## config.mk

```make
export PLATFORM = sky130hd
export DESIGN_NAME = cross_bar_nxm
export DESIGN_NICKNAME = d
export VERILOG_FILES = /design/src/rtl/cross_bar_pkg.sv /design/src/rtl/xbar_rr_arbiter.sv /design/src/rtl/cross_bar_nxm.sv
export SDC_FILE = /design/constraint.sdc
export NUM_CORES = 1
export LEC_CHECK = 0
export ABC_CLOCK_PERIOD_IN_PS = 7400
export CORE_UTILIZATION = 23
export CTS_CLUSTER_DIAMETER = 200
export DETAILED_ROUTE_END_ITERATION = 8
export SYNTH_ARGS = -nofsm -noshare
export SYNTH_HDL_FRONTEND = slang
export SYNTH_HIERARCHICAL = 1
export SYNTH_SLANG_ARGS = --single-unit
```

## constraint.sdc

```tcl
create_clock -name clk -period 7.4 [get_ports clk]
set_clock_uncertainty 0.2 [all_clocks]
set_input_delay 1.85 -clock clk [delete_from_list [all_inputs] [get_ports clk]]
set_output_delay 1.85 -clock clk [all_outputs]
set_load 0.01 [all_outputs]
```

## src/rtl/cross_bar_pkg.sv

```systemverilog
// Shared definitions for the N-master x M-slave req/ack crossbar.
// Provides command encodings and the state enumerations used by the per-slave
// transfer FSMs and the per-master decode-error FSMs.
package cross_bar_pkg;

  localparam logic CMD_READ  = 1'b0;
  localparam logic CMD_WRITE = 1'b1;

  // Per-slave transfer FSM: grant -> wait for slave_ack -> one dead cycle.
  typedef enum logic [1:0] {
    S_IDLE,
    S_BUSY,
    S_RESP
  } slv_state_t;

  // Per-master decode-error FSM: error ack cycle, then one dead cycle so the
  // still-high request of the failed transfer is not taken again.
  typedef enum logic [1:0] {
    E_IDLE,
    E_ACK,
    E_DEAD
  } err_state_t;

endpackage

```

## src/rtl/xbar_rr_arbiter.sv

```systemverilog
// Round-robin arbiter with a registered priority pointer, one per slave port.
// Ports: clk_i/rst_i (async active-high), req_i[N] requests, advance_i lets the
//   pointer move past the current winner, grant_o[N] one-hot combinational grant.
module xbar_rr_arbiter #(
  parameter int N = 2
) (
  input  logic         clk_i,
  input  logic         rst_i,
  input  logic [N-1:0] req_i,
  input  logic         advance_i,
  output logic [N-1:0] grant_o
);

  localparam int PTR_W = (N > 1) ? $clog2(N) : 1;

  // ptr_q is the index that currently has highest priority.
  logic [PTR_W-1:0] ptr_q;
  logic [PTR_W-1:0] ptr_d;
  logic             found;

  // Two passes: first requesters at or above the pointer, then the wrapped
  // ones below it. This gives the order ptr..N-1,0..ptr-1.
  always_comb begin
    grant_o = '0;
    ptr_d   = ptr_q;
    found   = 1'b0;
    for (int i = 0; i < N; i++) begin
      if (!found && req_i[i] && (i >= int'(ptr_q))) begin
        found      = 1'b1;
        grant_o[i] = 1'b1;
        ptr_d      = (i == N - 1) ? '0 : PTR_W'(i + 1);
      end
    end
    for (int i = 0; i < N; i++) begin
      if (!found && req_i[i]) begin
        found      = 1'b1;
        grant_o[i] = 1'b1;
        ptr_d      = (i == N - 1) ? '0 : PTR_W'(i + 1);
      end
    end
    // Pointer only moves when a grant is actually taken.
    if (!advance_i) begin
      ptr_d = ptr_q;
    end
  end

  always_ff @(posedge clk_i or posedge rst_i) begin
    if (rst_i) begin
      ptr_q <= '0;
    end else begin
      ptr_q <= ptr_d;
    end
  end

endmodule

```

## src/rtl/cross_bar_nxm.sv

```systemverilog
// N-master x M-slave req/ack crossbar; upper address bits select the slave,
// each slave has its own RR arbiter + IDLE/BUSY/RESP FSM so slaves run concurrently.
// Ports: master_* (req/addr/cmd/wdata in, ack/rdata/err out), slave_* (req/addr/
//   cmd/wdata out, ack/rdata in), clk, reset (async active-high). All outputs registered.
module cross_bar_nxm
  import cross_bar_pkg::*;
#(
  parameter int N_MASTERS = 2,
  parameter int N_SLAVES  = 2,
  parameter int ADDR_W    = 32,
  parameter int DATA_W    = 32
) (
  input  logic                          clk,
  input  logic                          reset,
  input  logic [N_MASTERS-1:0]          master_req,
  input  logic [N_MASTERS*ADDR_W-1:0]   master_addr,
  input  logic [N_MASTERS-1:0]          master_cmd,
  input  logic [N_MASTERS*DATA_W-1:0]   master_wdata,
  output logic [N_MASTERS-1:0]          master_ack,
  output logic [N_MASTERS*DATA_W-1:0]   master_rdata,
  output logic [N_MASTERS-1:0]          master_err,
  output logic [N_SLAVES-1:0]           slave_req,
  output logic [N_SLAVES*ADDR_W-1:0]    slave_addr,
  output logic [N_SLAVES-1:0]           slave_cmd,
  output logic [N_SLAVES*DATA_W-1:0]    slave_wdata,
  input  logic [N_SLAVES-1:0]           slave_ack,
  input  logic [N_SLAVES*DATA_W-1:0]    slave_rdata
);

  localparam int SEL_W = $clog2(N_SLAVES);

  // ---------------------------------------------------------------------------
  // Per-master address decode and decode-error path
  // ---------------------------------------------------------------------------
  logic [N_MASTERS-1:0][SEL_W-1:0] dec_idx;
  logic [N_MASTERS-1:0]            dec_ok;
  logic [N_MASTERS-1:0]            err_idle;
  logic [N_MASTERS-1:0]            err_fire;

  for (genvar m = 0; m < N_MASTERS; m++) begin : g_mst
    err_state_t err_q;
    err_state_t err_d;

    assign dec_idx[m] = master_addr[m*ADDR_W + ADDR_W - 1 -: SEL_W];
    // Extra bit keeps the compare correct when N_SLAVES is a power of two.
    assign dec_ok[m]  = {1'b0, dec_idx[m]} < (SEL_W + 1)'(N_SLAVES);

    assign err_idle[m] = (err_q == E_IDLE);
    assign err_fire[m] = err_idle[m] & master_req[m] & ~dec_ok[m];

    always_comb begin
      err_d = err_q;
      unique case (err_q)
        E_IDLE:  if (err_fire[m]) err_d = E_ACK;
        E_ACK:   err_d = E_DEAD;
        E_DEAD:  err_d = E_IDLE;
        default: err_d = E_IDLE;
      endcase
    end

    always_ff @(posedge clk or posedge reset) begin
      if (reset) begin
        err_q <= E_IDLE;
      end else begin
        err_q <= err_d;
      end
    end
  end

  // ---------------------------------------------------------------------------
  // Per-slave arbiter, transfer FSM and forwarded-request latches
  // ---------------------------------------------------------------------------
  // slv_fin[s] is the owner one-hot in the cycle slave s completes, else 0.
  logic [N_SLAVES-1:0][N_MASTERS-1:0] slv_fin;
  logic [N_SLAVES-1:0]                slv_cmd;

  for (genvar s = 0; s < N_SLAVES; s++) begin : g_slv
    logic [N_MASTERS-1:0] req_vec;
    logic [N_MASTERS-1:0] grant;
    logic [N_MASTERS-1:0] owner_q, owner_d;
    slv_state_t           state_q, state_d;
    logic                 sreq_q, sreq_d;
    logic                 scmd_q, scmd_d;
    logic [ADDR_W-1:0]    saddr_q, saddr_d;
    logic [DATA_W-1:0]    swd_q, swd_d;

    // A master in its error dead window is hidden from every slave.
    always_comb begin
      req_vec = '0;
      for (int m = 0; m < N_MASTERS; m++) begin
        req_vec[m] = master_req[m] & err_idle[m] & dec_ok[m] &
                     (dec_idx[m] == SEL_W'(s));
      end
    end

    xbar_rr_arbiter #(
      .N (N_MASTERS)
    ) u_arb (
      .clk_i     (clk),
      .rst_i     (reset),
      .req_i     (req_vec),
      .advance_i (state_q == S_IDLE),
      .grant_o   (grant)
    );

    always_comb begin
      state_d = state_q;
      owner_d = owner_q;
      sreq_d  = sreq_q;
      scmd_d  = scmd_q;
      saddr_d = saddr_q;
      swd_d   = swd_q;
      unique case (state_q)
        S_IDLE: begin
          if (|grant) begin
            owner_d = grant;
            sreq_d  = 1'b1;
            scmd_d  = 1'b0;
            saddr_d = '0;
            swd_d   = '0;
            for (int m = 0; m < N_MASTERS; m++) begin
              if (grant[m]) begin
                scmd_d  = scmd_d  | master_cmd[m];
                saddr_d = saddr_d | master_addr[m*ADDR_W +: ADDR_W];
                swd_d   = swd_d   | master_wdata[m*DATA_W +: DATA_W];
              end
            end
            state_d = S_BUSY;
          end
        end
        S_BUSY: begin
          if (slave_ack[s]) begin
            sreq_d  = 1'b0;
            state_d = S_RESP;
          end
        end
        // Dead cycle: the owner still holds req while it sees its ack.
        S_RESP:  state_d = S_IDLE;
        default: state_d = S_IDLE;
      endcase
    end

    always_ff @(posedge clk or posedge reset) begin
      if (reset) begin
        state_q <= S_IDLE;
        owner_q <= '0;
        sreq_q  <= 1'b0;
        scmd_q  <= 1'b0;
        saddr_q <= '0;
        swd_q   <= '0;
      end else begin
        state_q <= state_d;
        owner_q <= owner_d;
        sreq_q  <= sreq_d;
        scmd_q  <= scmd_d;
        saddr_q <= saddr_d;
        swd_q   <= swd_d;
      end
    end

    assign slave_req[s]                    = sreq_q;
    assign slave_cmd[s]                    = scmd_q;
    assign slave_addr[s*ADDR_W +: ADDR_W]  = saddr_q;
    assign slave_wdata[s*DATA_W +: DATA_W] = swd_q;

    // slave_ack outside S_BUSY (slave_req low) never produces a completion.
    assign slv_fin[s] = ((state_q == S_BUSY) && slave_ack[s]) ? owner_q : '0;
    assign slv_cmd[s] = scmd_q;
  end

  // ---------------------------------------------------------------------------
  // Master-side response routing, registered
  // ---------------------------------------------------------------------------
  // Each master owns at most one transfer, so at most one term per master is
  // ever set and the OR-merge cannot collide.
  logic [N_MASTERS-1:0]             mack_d, mack_q;
  logic [N_MASTERS-1:0]             merr_q;
  logic [N_MASTERS-1:0][DATA_W-1:0] mrd_d, mrd_q;

  always_comb begin
    mack_d = err_fire;
    mrd_d  = '0;
    for (int m = 0; m < N_MASTERS; m++) begin
      for (int s = 0; s < N_SLAVES; s++) begin
        if (slv_fin[s][m]) begin
          mack_d[m] = 1'b1;
          if (slv_cmd[s] == CMD_READ) begin
            mrd_d[m] = mrd_d[m] | slave_rdata[s*DATA_W +: DATA_W];
          end
        end
      end
    end
  end

  always_ff @(posedge clk or posedge reset) begin
    if (reset) begin
      mack_q <= '0;
      merr_q <= '0;
      mrd_q  <= '0;
    end else begin
      mack_q <= mack_d;
      merr_q <= err_fire;
      mrd_q  <= mrd_d;
    end
  end

  assign master_ack   = mack_q;
  assign master_err   = merr_q;
  assign master_rdata = mrd_q;

endmodule

```

==> results of run 1 <==
## power groups by stage
stage	logic [mW]	clock network (mW)	registers [mW]
finish	2.34	1.20	1.84
global placement	2.35	0	1.85
CTS	2.38	1.23	1.85
global route	2.51	1.28	1.90
detailed placement	2.37	0	1.84
floorplan	0.890	0	2.01
## cell families after synthesis
kind of cell / Yosys count / share of synthesized area (%)
simple gates: 84 / 5.68
flops: 208 / 58.7
compound gates: 342 / 29.9
buf+inv: 95 / 5.68
other cells: 1 / 0.0423
## final timing paths
path,from,end
worst max-delay path,master_req[1],g_slv[0].saddr_q[1]$_DFFE_PP0P_
worst min-delay path,g_slv[0].state_q[1]$_DFFE_PP0P_,g_slv[0].state_q[0]$_DFFE_PP0P_
max in group asynchronous,reset,master_rdata[29]$_DFF_PP0_
min in group asynchronous,reset,g_slv[0].u_arb/ptr_q$_DFFE_PP0P_
worst max register to register,g_slv[0].state_q[0]$_DFFE_PP0P_,g_slv[0].saddr_q[1]$_DFFE_PP0P_
worst min register to register,g_slv[0].state_q[1]$_DFFE_PP0P_,g_slv[0].state_q[0]$_DFFE_PP0P_
## routing by layer
metal / global-route usage, % / part of all wire (%)
met5: 0 / 0.038
met4: 6.43 / 3.3
met3: 4.58 / 8.8
met2: 29.3 / 48
met1: 20.1 / 40
## registers in the layout (all words and copies together), names as in the netlist
name	flops
g_slv.u_arb/ptr_q	2
g_slv.scmd_q	2
master_ack	2
g_slv.swd_q	64
g_slv.sreq_q	2
master_rdata	64
g_slv.owner_q	4
g_slv.saddr_q	64
g_slv.state_q	4
## cell type report
| type | count | share of cell area (%) |
|---|---|---|
| clock buffer | 34 | 5.21 |
| inverter | 11 | 0.340 |
| clock inverter | 5 | 0.375 |
| sequential | 208 | 37.2 |
| timing repair buffer | 413 | 29.3 |
| tap | 511 | 4.57 |
| multi-input combinational | 428 | 23.0 |
## metrics by stage
step | utilization (%) | cells | worst slack [ps]
after floorplan | - | 731 | 2680
final | 37.1 | 1610 | 3020
after global placement | 35.0 | 1571 | 2550
after global routing | 37.1 | 1610 | 2950
after CTS | 37.1 | 1610 | 3080
after detailed placement | 35.0 | 1571 | 2520
## placed cells by master (no fill, tap or decap), types with 4 or more instances in the layout
cell type / netlist / routed
a21boi_4: 0 / 4
a22oi_1: 130 / 130
buf_4: 8 / 15
clkbuf_16: 0 / 25
clkbuf_8: 0 / 7
clkdlybuf4s50_1: 0 / 397
clkinv_2: 2 / 5
dfrtp_1: 208 / 208
inv_1: 9 / 8
nand2_1: 10 / 10
nand2b_1: 64 / 64
o22ai_1: 64 / 64
o2bb2ai_1: 130 / 130
## critical path, stage by stage
cell and delay, ps:
clkdlybuf4s50_1 460, nor2b_1 330, a21boi_4 470, buf_4 660, o21ai_4 60, buf_4 360, o2bb2ai_1 250
==> out/results.tsv, run 1 <==
stage	metric	value	unit
run_status	status	finished, final reports clean	
pwr	Final Power	5.38	mW
synth	EDFF count, synth	0	
drt	WL/cell	21.2	um
finish	NumNets Final	1287	
drt	antenna-violating nets left	0	
placement	GP Congestion	0.773	
grt	pin count of the biggest net entering global routing	99	
synth	Netlist cell types	28	
die	Die Span Y	198	um
clock_network	Reg clk slew, reported paths	60	ps
sta	endpoints failing setup	0	
critical_path	setup slack, reg-to-reg	4400	ps
critical_path	Setup CP Type	input port to register	
synth	post-synth top area share	58.7	%
critical_path	worst r2r path cells	6	
synth	Synth top cells by count	dfrtp_1, a22oi_1, o2bb2ai_1	
pwr	internal power	3.51	mW
drt	DR vias	7932	
synth	cell taking the most area after synthesis	dfrtp_1	
pwr	combinational fraction of design power	43.5	%
drt	DR iter-0 viols	335	
drt	drc violations	0	
sta	Worst slew margin	36.8	%
synth	Synthesis Warnings	6	
drt	DRT Pass-1 Iters	5	
placement	DPL Wire Length	21800	um
placement	dpl cell area	13200	um2
synth	top post-synthesis cells by area	dfrtp_1, o2bb2ai_1, a22oi_1	
sta	final hold vios	0	
finish	Fill cells	3739	
grt	antenna violations before repair	1	
sta	max frequency	228	MHz
worst_hold_path	worst hold path class	register to register	
clock_network	CTS HTree Levels	1	
clock_network	clk buf depth	3	
sta	Tmin final	4380	ps
synth	most instantiated library cell after synthesis	dfrtp_1	
sta	Setup TNS	0	ps
finish	proportion of layout cells with a drive suffix above 1	6.01	%
finish	diodes inserted	0	
clock_network	hold_buf cts	0	
synth	register bit total from synthesis	208	
drt	WL final	34200	um
critical_path	Worst setup EP type	register	
worst_hold_path	Hold Path Stages	1	
synth	cell area after synthesis	8860	um2
finish	area of the multi-input gates	3220	um2
grt	vias in the first global route	8677	
die	initial core utilization	23.5	%
clock_network	Setup Buffers After CTS	0	
grt	GR Overflow Total	0	
sta	worst slew pin tran	945	ps
run	Max-Cap Viols	0	
sta	final period utilization	59.2	%
pwr	Max VDD drop	0.172	mV
die	IO Count	400	
pwr	Net Sw Power	1.87	mW
critical_path	WP data required	7570	ps
synth	cell count after synthesis	730	
finish	register area	5200	um2
synth	Syn Area/Cell	12.1	um2
sta	RSZ-0062 raised after global routing	false	
critical_path	peak fanout along the critical path	66	
pwr	LEAKAGE	5.48	nW
clock_network	CTS tree	built	
grt	first-pass GRT wire length	52000	um
drt	via/cell ratio	4.93	
clock_network	clock latency on the worst-skew pair	520	ps
pwr	clock network fraction of design power	22.3	%
synth	Most used DFF post-synth	dfrtp_1	
clock_network	Resized Gates After CTS	0	
pwr	Seq pwr share	34.3	%
placement	Buffers on Ports	397	
critical_path	startpoint types	input port	
pwr	Power Density	384	nW/um2
die	Core Area	37800	um2
die	Die X	198	um
sta	Pins Over Slew Limit	0	
finish	Finished Cell Area	14000	um2
clock_network	root buf cell	clkbuf_16	
die	row count	71	
finish	synthesis-to-layout area growth	58.0	%
critical_path	WP data arrival	4550	ps
pwr	sw frac	34.8	%
clock_network	CTS Sinks	208	
synth	FFs w/ async S/R, synth	100	%
clock_network	TritonCTS buffer count	25	
die	Die ar.	39300	um2
grt	Total GRT Usage	17.0	%
sta	Hold WS	252	ps
synth	Seq/Total Area, Yosys	58.7	%
Note: power is estimated with default switching activity, not from simulation.
==> inputs of run 2 (changes only) <==
--- a/config.mk
+++ b/config.mk
@@ -5,7 +5,7 @@
 export SDC_FILE = /design/constraint.sdc
 export NUM_CORES = 1
 export LEC_CHECK = 0
-export ABC_CLOCK_PERIOD_IN_PS = 7400
+export ABC_CLOCK_PERIOD_IN_PS = 4600
 export CORE_UTILIZATION = 23
 export CTS_CLUSTER_DIAMETER = 200
 export DETAILED_ROUTE_END_ITERATION = 8
==> constraint.sdc (replaced) <==
create_clock -name clk -period 4.6 [get_ports clk]
set_clock_uncertainty 0.2 [all_clocks]
set_input_delay 1.15 -clock clk [delete_from_list [all_inputs] [get_ports clk]]
set_output_delay 1.15 -clock clk [all_outputs]
set_load 0.01 [all_outputs]
==> run 2 against run 1 <==
Net effect: non-clock buffer count is 2 higher; cell area is 0.76% higher; largest cell class unchanged; sequential power is 61% higher; utilization is 0.28 points higher; worst hold slack worse by 12 ps.
==> out/results.tsv, run 2 (same netlist as run 1, synthesis figures left out) <==
stage	metric	value	unit
critical_path	r2r startpoint	g_slv[1].u_arb/ptr_q$_DFFE_PP0P_	
grt	GR Overflow Total	0	
finish	proportion of layout cells with a drive suffix above 1	6.33	%
sta	final hold vios	0	
placement	DPL Wire Length	21500	um
sta	final period utilization	69.0	%
die	initial core utilization	23.5	%
critical_path	Worst setup EP type	register	
clock_network	CTS tree	built	
finish	synthesis-to-layout area growth	59.2	%
die	row count	71	
sta	RSZ-0062 raised after global routing	false	
drt	DR vias	7942	
critical_path	WP data arrival	3410	ps
clock_network	CTS HTree Levels	1	
grt	Total GRT Usage	17.0	%
sta	Pins Over Slew Limit	0	
pwr	Final Power	8.71	mW
die	Die ar.	39300	um2
placement	pre-CTS setup slack	939	ps
drt	WL/cell	21.3	um
die	Core Area	37800	um2
grt	first-pass GRT wire length	51600	um
worst_hold_path	worst hold path class	register to register	
clock_network	hold_buf cts	0	
sta	final worst slack	1430	ps
placement	dpl cells	1573	
finish	diodes inserted	0	
clock_network	clk buf depth	3	
finish	Finished Cell Area	14100	um2
worst_hold_path	hold_sp	g_slv[0].state_q[1]$_DFFE_PP0P_	
die	IO Count	400	
pwr	Power Density	618	nW/um2
critical_path	startpoint types	input port	
clock_network	root buf cell	clkbuf_16	
drt	DR iter-0 viols	376	
critical_path	peak fanout along the critical path	68	
critical_path	Setup crit end	g_slv[1].swd_q[1]$_DFFE_PP0P_	
clock_network	clock latency on the worst-skew pair	520	ps
clock_network	Resized Gates After CTS	0	
finish	commonest non-fill, non-tap cells in the layout	clkdlybuf4s50_1, dfrtp_1, a22oi_1, o2bb2ai_1	
grt	vias in the first global route	8508	
critical_path	worst r2r path cells	5	
placement	dpl cell area	13300	um2
pwr	LEAKAGE	5.52	nW
sta	endpoints failing setup	0	
drt	WL final	34400	um
critical_path	setup slack, reg-to-reg	2450	ps
grt	pin count of the biggest net entering global routing	131	
grt	antenna violations before repair	1	
clock_network	TritonCTS buffer count	25	
pwr	Max VDD drop	0.284	mV
finish	Post-Layout Cell Count	1617	
drt	antenna-violating nets left	0	
sta	Tmin final	3170	ps
clock_network	Setup Buffers After CTS	0	
critical_path	Setup CP Type	input port to register	
finish	most common cell after layout, fill and taps aside	clkdlybuf4s50_1	
clock_network	Reg clk slew, reported paths	60	ps
critical_path	WP data required	4840	ps
run_status	status	finished, final reports clean	
drt	drc violations	0	
die	Die X	198	um
finish	NumNets Final	1289	
run	Max-Cap Viols	0	
critical_path	Crit Reg-Reg Endpoint	g_slv[1].saddr_q[1]$_DFFE_PP0P_	
placement	GP Congestion	0.757	
die	Die Span Y	198	um
drt	DRT Pass-1 Iters	4	
sta	Setup TNS	0	ps
sta	max frequency	315	MHz
critical_path	Critical path origin	master_addr[31]	
sta	Worst slew margin	37.4	%
sta	worst slew pin tran	939	ps
drt	via/cell ratio	4.91	
placement	Buffers on Ports	397	
clock_network	CTS Sinks	208	
==> run 2: cell types whose count changed in the layout (fill, tap and decap cells not counted), sizes merged <==
cell      previous run  this run
buf                 16        18
bufinv               1         2
clkinv               5         6
clkinvlp             2         4
inv                  8         9
==> run 2: worst min path at each step <==
stage	end	slack, ps	cells after the start
after floorplan	g_slv[0].state_q[0]$_DFFE_PP0P_	210	1
after global placement	g_slv[0].state_q[0]$_DFFE_PP0P_	220	1
after detailed placement	g_slv[0].state_q[0]$_DFFE_PP0P_	220	1
after CTS	g_slv[0].state_q[0]$_DFFE_PP0P_	240	1
after global routing	g_slv[0].state_q[0]$_DFFE_PP0P_	260	1
final	g_slv[0].state_q[0]$_DFFE_PP0P_	240	1
==> run 2: final cells by class <==
| cell class | instances | area [um2] |
|---|---|---|
| multi-input combinational | 428 | 3220 |
| clock inverter | 10 | 111 |
| timing repair buffer | 415 | 4180 |
| fill | 3711 | 23700 |
| sequential | 208 | 5200 |
| inverter | 11 | 47.5 |
| clock buffer | 34 | 699 |
| tap | 511 | 639 |
==> run 2: power by group <==
part	switching (mW)	internal (mW)	total, mW
combinational	1.82	1.97	3.79
sequential	0.408	2.55	2.96
clock	0.796	1.18	1.97
==> run 2: layer usage <==
layer / up-vias / share of wire (%) / track usage, %
met5: - / 0.032 / 0
met4: 2 / 2.4 / 5.25
met3: 54 / 8.6 / 4.33
met2: 364 / 48 / 29.2
met1: 3966 / 41 / 20.6
li1: 3556 / - / -
==> run 2: critical path, cell delays in order <==
cell	delay (ps)
clkdlybuf4s50_1	530
and2_1	260
a21boi_4	260
buf_4	740
a22oi_1	230
o2bb2ai_1	190
==> run 2: metrics by stage <==
stage	hold WS, ps	utilization, %
CTS	237	37.4
finish	240	37.4
global placement	220	35.2
global route	264	37.4
detailed placement	225	35.2
floorplan	211	-
